**src/rtl/tl_a_burst_repeater.sv**
```systemverilog
// TileLink A-channel burst repeater: passes a request through, then replays it N times.
// Optional replay statistics counter enabled by TL_REPEATER_STATS_EN.
module tl_a_burst_repeater #(
  parameter int ADDR_W = 12,
  parameter int SRC_W  = 6,
  parameter int MASK_W = 8,
  parameter int CNT_W  = 4
) (
  input  logic              clock,
  input  logic              reset,
  input  logic              enq_valid,
  output logic              enq_ready,
  input  logic [2:0]        enq_opcode,
  input  logic [2:0]        enq_param,
  input  logic [2:0]        enq_size,
  input  logic [SRC_W-1:0]  enq_source,
  input  logic [ADDR_W-1:0] enq_address,
  input  logic [MASK_W-1:0] enq_mask,
  input  logic              enq_corrupt,
  input  logic [CNT_W-1:0]  enq_count,
  input  logic              enq_incr,
  output logic              deq_valid,
  input  logic              deq_ready,
  output logic [2:0]        deq_opcode,
  output logic [2:0]        deq_param,
  output logic [2:0]        deq_size,
  output logic [SRC_W-1:0]  deq_source,
  output logic [ADDR_W-1:0] deq_address,
  output logic [MASK_W-1:0] deq_mask,
  output logic              deq_corrupt,
  output logic              busy,
  output logic [CNT_W-1:0]  remaining,
  output logic [31:0]       stat_replays
);

  typedef enum logic {IDLE, REPLAY} state_e;

  localparam logic [ADDR_W-1:0] STEP = ADDR_W'(MASK_W);

  state_e            state_q, state_d;
  logic [CNT_W-1:0]  rem_q, rem_d;
  logic [ADDR_W-1:0] addr_q, addr_d;
  logic              cap;
  logic [2:0]        opcode_q, param_q, size_q;
  logic [SRC_W-1:0]  source_q;
  logic [MASK_W-1:0] mask_q;
  logic              corrupt_q, incr_q;
  logic              enq_fire;

  assign busy      = (state_q == REPLAY);
  assign remaining = rem_q;
  assign enq_ready = deq_ready & ~busy;
  assign deq_valid = enq_valid | busy;
  assign enq_fire  = enq_valid & enq_ready;

  assign deq_opcode  = busy ? opcode_q  : enq_opcode;
  assign deq_param   = busy ? param_q   : enq_param;
  assign deq_size    = busy ? size_q    : enq_size;
  assign deq_source  = busy ? source_q  : enq_source;
  assign deq_address = busy ? addr_q    : enq_address;
  assign deq_mask    = busy ? mask_q    : enq_mask;
  assign deq_corrupt = busy ? corrupt_q : enq_corrupt;

  always_comb begin
    state_d = state_q;
    rem_d   = rem_q;
    addr_d  = addr_q;
    cap     = 1'b0;
    unique case (state_q)
      IDLE: begin
        if (enq_fire && (enq_count != '0)) begin
          state_d = REPLAY;
          rem_d   = enq_count;
          cap     = 1'b1;
          addr_d  = enq_incr ? enq_address + STEP
                             : enq_address;
        end
      end
      REPLAY: begin
        if (deq_ready) begin
          if (rem_q == CNT_W'(1)) begin
            state_d = IDLE;
            rem_d   = '0;
          end else begin
            rem_d = rem_q - CNT_W'(1);
            if (incr_q) addr_d = addr_q + STEP;
          end
        end
      end
    endcase
  end

  always_ff @(posedge clock) begin
    if (reset) begin
      state_q <= IDLE;
      rem_q   <= '0;
    end else begin
      state_q <= state_d;
      rem_q   <= rem_d;
    end
  end

  // Payload registers carry no reset; busy gates their visibility.
  always_ff @(posedge clock) begin
    addr_q <= addr_d;
    if (cap) begin
      opcode_q  <= enq_opcode;
      param_q   <= enq_param;
      size_q    <= enq_size;
      source_q  <= enq_source;
      mask_q    <= enq_mask;
      corrupt_q <= enq_corrupt;
      incr_q    <= enq_incr;
    end
  end

`ifdef TL_REPEATER_STATS_EN
  logic [31:0] stat_q;

  always_ff @(posedge clock) begin
    if (reset) begin
      stat_q <= '0;
    end else if (busy && deq_ready && (stat_q != '1)) begin
      stat_q <= stat_q + 32'd1;
    end
  end

  assign stat_replays = stat_q;
`else
  assign stat_replays = 32'd0;
`endif

endmodule

```
**config.mk**
```make
export PLATFORM = sky130hd
export DESIGN_NAME = tl_a_burst_repeater
export DESIGN_NICKNAME = d
export VERILOG_FILES = /design/src/rtl/tl_a_burst_repeater.sv
export SDC_FILE = /design/constraint.sdc
export NUM_CORES = 1
export LEC_CHECK = 0
export ABC_AREA = 0
export BUFFER_PORTS_ARGS = -buffer_cell sky130_fd_sc_hd__clkbuf_2
export CAP_MARGIN = 30
export CORE_UTILIZATION = 50
export DETAILED_ROUTE_END_ITERATION = 7
export HOLD_SLACK_MARGIN = 0.02
export PLACE_DENSITY_LB_ADDON = 0.25
export SLEW_MARGIN = 10
export SYNTH_ARGS = -nofsm -noshare
export SYNTH_HDL_FRONTEND = slang
export SYNTH_SLANG_ARGS = --single-unit
```
**constraint.sdc**
```tcl
create_clock -name clock -period 7.3 [get_ports clock]
set_clock_uncertainty 0.15 [all_clocks]
set_input_delay 1.46 -clock clock [delete_from_list [all_inputs] [get_ports clock]]
set_output_delay 1.46 -clock clock [all_outputs]
set_load 0.1 [all_outputs]
```
==> metrics.txt <==
# TYPE chip_impl_metric gauge
chip_impl_info{name="run_status",value="complete, no violations"} 1
chip_impl_metric{name="achievable-frequency",unit="MHz"} 258.9
chip_impl_metric{name="ff2ff_setup_slack",unit="ps"} 4960
chip_impl_metric{name="power.share.switching",unit=""} 0.4763
chip_impl_metric{name="row_count",unit=""} 25
chip_impl_metric{name="grt_max_degree",unit=""} 38
chip_impl_info{name="timing.setup.critical_path_class",value="in2out"} 1
chip_impl_info{name="synthDominantAreaCellType",value="sky130_fd_sc_hd__edfxtp_1"} 1
chip_impl_metric{name="cts_made_buffers",unit=""} 5
chip_impl_metric{name="initial_core_util",unit=""} 0.5289
chip_impl_info{name="holdCritPathClass",value="reg2reg"} 1
chip_impl_metric{name="netlist.area_leader.share",unit=""} 0.4390
chip_impl_metric{name="core_region_area",unit="sq um"} 4786
chip_impl_metric{name="crit_required",unit="ps"} 5690
chip_impl_metric{name="wirelength",unit="mm"} 4.597
chip_impl_metric{name="edff_count_synth",unit=""} 37
chip_impl_metric{name="part_of_the_total_power_dissipated_in_combinational_logic",unit=""} 0.430
chip_impl_metric{name="post-route-period-util",unit=""} 0.5291
chip_impl_metric{name="place_hpwl",unit="mm"} 3.426
chip_impl_metric{name="yosysWarningCount",unit=""} 0
chip_impl_metric{name="synthCells",unit=""} 213
chip_impl_metric{name="globalRouteOverflowTotal",unit=""} 0
chip_impl_metric{name="irDropWorstVdd",unit="mV"} 0.1688
chip_impl_info{name="worst_case_hold_path_end_point",value="remaining[1]"} 1
chip_impl_metric{name="numPortBuffers",unit=""} 87
chip_impl_metric{name="yosysSeqAreaShare",unit=""} 0.4785
chip_impl_metric{name="drive_above_1_share",unit=""} 0.4554
chip_impl_metric{name="final-setup-viol-count",unit=""} 0
chip_impl_info{name="netlist_top_cells_area",value="sky130_fd_sc_hd__edfxtp_1, sky130_fd_sc_hd__mux2_2, sky130_fd_sc_hd__buf_4, sky130_fd_sc_hd__dfxtp_1, sky130_fd_sc_hd__mux2i_1"} 1
chip_impl_metric{name="first_pass_grt_wire_length",unit="mm"} 6.900
chip_impl_metric{name="floorplan.die_area",unit="sq um"} 5351
chip_impl_metric{name="finalNonFillerCells",unit=""} 370
chip_impl_info{name="synth_common_cells",value="sky130_fd_sc_hd__edfxtp_1, sky130_fd_sc_hd__buf_4, sky130_fd_sc_hd__mux2_2, sky130_fd_sc_hd__nand2_1, sky130_fd_sc_hd__nor2_1"} 1
chip_impl_metric{name="cts_num_sinks",unit=""} 42
chip_impl_info{name="holdCritStartpoint",value="remaining[1]"} 1
chip_impl_metric{name="routed_via_density",unit=""} 4.803
chip_impl_metric{name="drt_pass1_iterations",unit=""} 4
chip_impl_metric{name="postSynthRegisterBits",unit=""} 42
chip_impl_metric{name="via_count_of_the_first_global_routing_pass",unit=""} 1581
chip_impl_metric{name="cell_int_power",unit="mW"} 0.4006
chip_impl_metric{name="drc",unit=""} 0
chip_impl_metric{name="post_cts.resized_instances",unit=""} 0
chip_impl_metric{name="antenna_found_initial",unit=""} 0
chip_impl_info{name="cts_tree",value="built"} 1
chip_impl_info{name="synth.most_common_cell",value="sky130_fd_sc_hd__edfxtp_1"} 1
chip_impl_metric{name="slew_violations",unit=""} 0
chip_impl_metric{name="final.setup.tns",unit="ps"} 0
chip_impl_metric{name="sequentialPowerShare",unit=""} 0.380
chip_impl_info{name="postSynth.topFlopCell",value="sky130_fd_sc_hd__edfxtp_1"} 1
chip_impl_metric{name="cellPowerDensity",unit="nW/um^2"} 254.7
chip_impl_info{name="r2r-end",value="addr_q[3]"} 1
chip_impl_metric{name="total_i_o_pin_count",unit=""} 120
chip_impl_metric{name="wire_per_inst",unit="um"} 12.42
chip_impl_metric{name="die_y",unit="um"} 73.15
chip_impl_metric{name="antenna_left",unit=""} 0
chip_impl_metric{name="reg2regPathDepth",unit=""} 4
chip_impl_metric{name="tightestPinTransition",unit="ps"} 652.0
chip_impl_metric{name="n_antenna_cell",unit=""} 0
chip_impl_metric{name="critPathMaxFanout",unit=""} 2
chip_impl_metric{name="syn-mean-instance-area",unit="sq um"} 11.88
chip_impl_metric{name="cts-htree-levels",unit=""} 2
chip_impl_info{name="critPathLaunchType",value="input port"} 1
chip_impl_metric{name="dp.cells",unit=""} 361
chip_impl_metric{name="asyncSetResetFlopFracSynth",unit=""} 0
chip_impl_metric{name="clockPowerShare",unit=""} 0.190
chip_impl_metric{name="layout_area_growth_over_synthesis",unit="%"} 18.64
chip_impl_metric{name="insertion_delay",unit="ps"} 290
chip_impl_metric{name="clock_path_buffers",unit=""} 2
chip_impl_metric{name="total_leakage_power",unit="nW"} 1.304
chip_impl_info{name="crit-reg2reg-launch",value="busy"} 1
chip_impl_metric{name="nNetsFinal",unit=""} 351
chip_impl_metric{name="drt_first_iter_violations",unit=""} 103
chip_impl_metric{name="grt_use_total",unit=""} 0.1718
chip_impl_metric{name="clk_pin_slew_worst_paths",unit="ps"} 80
chip_impl_metric{name="globalplace.congestion",unit=""} 0.7711
chip_impl_metric{name="synth_cell_type_count",unit=""} 34
chip_impl_metric{name="max_slew_margin",unit=""} 0.5620
chip_impl_metric{name="synthesis.area",unit="sq um"} 2531
chip_impl_metric{name="post-cts-setup-buffer-count",unit=""} 0
chip_impl_info{name="clockRootBuffer",value="sky130_fd_sc_hd__clkbuf_8"} 1
chip_impl_metric{name="cts_hold_repair.buffers",unit=""} 0
chip_impl_metric{name="min_delay_path_depth",unit=""} 2
chip_impl_metric{name="worstPathArrival",unit="ps"} 2250
chip_impl_metric{name="chipWidth",unit="um"} 73.15
chip_impl_metric{name="filler_cell_count",unit=""} 397
chip_impl_info{name="grt_setup_unrepaired",value="false"} 1
chip_impl_metric{name="drv.max_cap_violation_count",unit=""} 0
chip_impl_metric{name="report.final.hold_viol_count",unit=""} 0
chip_impl_metric{name="final_period_minus_worst_setup_slack",unit="ps"} 3862
chip_impl_metric{name="switching_power",unit="mW"} 0.3643
chip_impl_info{name="worst_setup_path_end_kind",value="output pin"} 1
chip_impl_metric{name="num_vias",unit=""} 1777
-- cell families after synthesis --
| logic type | after synthesis | share of synthesized area |
|---|---|---|
| adders and majority gates | 4 | 0.01977 |
| muxes | 40 | 0.1745 |
| buffers and inverters | 43 | 0.1157 |
| DFF | 42 | 0.4785 |
| xor gates and xnor gates | 15 | 0.05190 |
| and+or+nand+nor | 49 | 0.1013 |
| other | 1 | 0.001482 |
| AOI/OAI and AO/OA | 19 | 0.05685 |
-- cell type report --
| class | count | area [sq um] | area share |
|---|---|---|---|
| clock buffers | 5 | 68.82 | 0.02292 |
| inverters | 4 | 15.01 | 0.005000 |
| clock inverters | 3 | 16.27 | 0.005417 |
| flip-flops and latches | 42 | 1212 | 0.4037 |
| well taps | 67 | 83.83 | 0.02792 |
| multi-input cells | 159 | 1149 | 0.3825 |
| repair buffers | 90 | 457.9 | 0.1525 |
-- cell usage in the layout, fill, tap and decap left out, drive strengths merged, types with 2 or more instances in the layout --
cell	instances
clkbuf	92
edfxtp	37
mux2	33
conb	32
nand2	13
nor2	11
xnor2	8
mux2i	7
xor2	7
a21oi	6
nor2b	5
nor3	5
dfxtp	5
o21ai	5
nand4	4
ha	4
inv	4
nand3	3
a21o	3
buf	3
and3	2
nand2b	2
a211o	2
clkinv	2
-- power groups by stage --
stage                     logic [mW]  registers (mW)  clock network [mW]
final                          0.329           0.290               0.145
after global routing           0.341           0.293               0.156
after CTS                      0.329           0.291               0.151
after detailed placement       0.329           0.296                   0
after global placement         0.327           0.296                   0
after floorplan                0.288           0.305                   0
-- flip-flops by register name (all words and copies together) (netlist names) --
name / cells
addr_q: 12
mask_q: 8
source_q: 6
remaining: 4
opcode_q: 3
param_q: 3
size_q: 3
busy: 1
corrupt_q: 1
incr_q: 1
-- routing by layer --
layer,track usage,vias up,share of wire,wire [um]
met5,0,-,0,0
met4,0.07625,0,0.013,62
met3,0.04420,5,0.070,321
li1,-,874,-,-
met1,0.2059,820,0.44,2020
met2,0.2901,78,0.48,2192
-- worst max path at each step --
stage	endpoint	slack, ps	depth (start not counted)	startpoint
after CTS	deq_mask[4]	3410	3	busy
after detailed placement	deq_address[2]	3430	4	enq_address[2]
final	deq_address[2]	3440	4	enq_address[2]
after global placement	deq_address[6]	3460	3	enq_address[6]
after floorplan	enq_ready	2900	1	deq_ready
after global routing	deq_mask[4]	3320	3	busy
-- worst max-delay path: stages --
cell and delay (ps):
sky130_fd_sc_hd__clkbuf_2 70, sky130_fd_sc_hd__nor2b_1 170, sky130_fd_sc_hd__a21o_1 100, sky130_fd_sc_hd__clkbuf_2 440
-- metrics by stage --
step	hold slack [ps]	util	setup slack (ps)	power [mW]	cell area, sq um
finish	356.8	0.6275	3438	0.7649	3003
CTS	354.0	0.6259	3408	0.7709	2995
detailed placement	342.3	0.6081	3428	0.6249	2910
global route	371.5	0.6275	3323	0.7899	3003
global placement	337.1	0.6081	3463	0.6227	2910
floorplan	466.2	-	2896	0.5936	2648
Note: power is estimated with default switching activity, not from simulation.
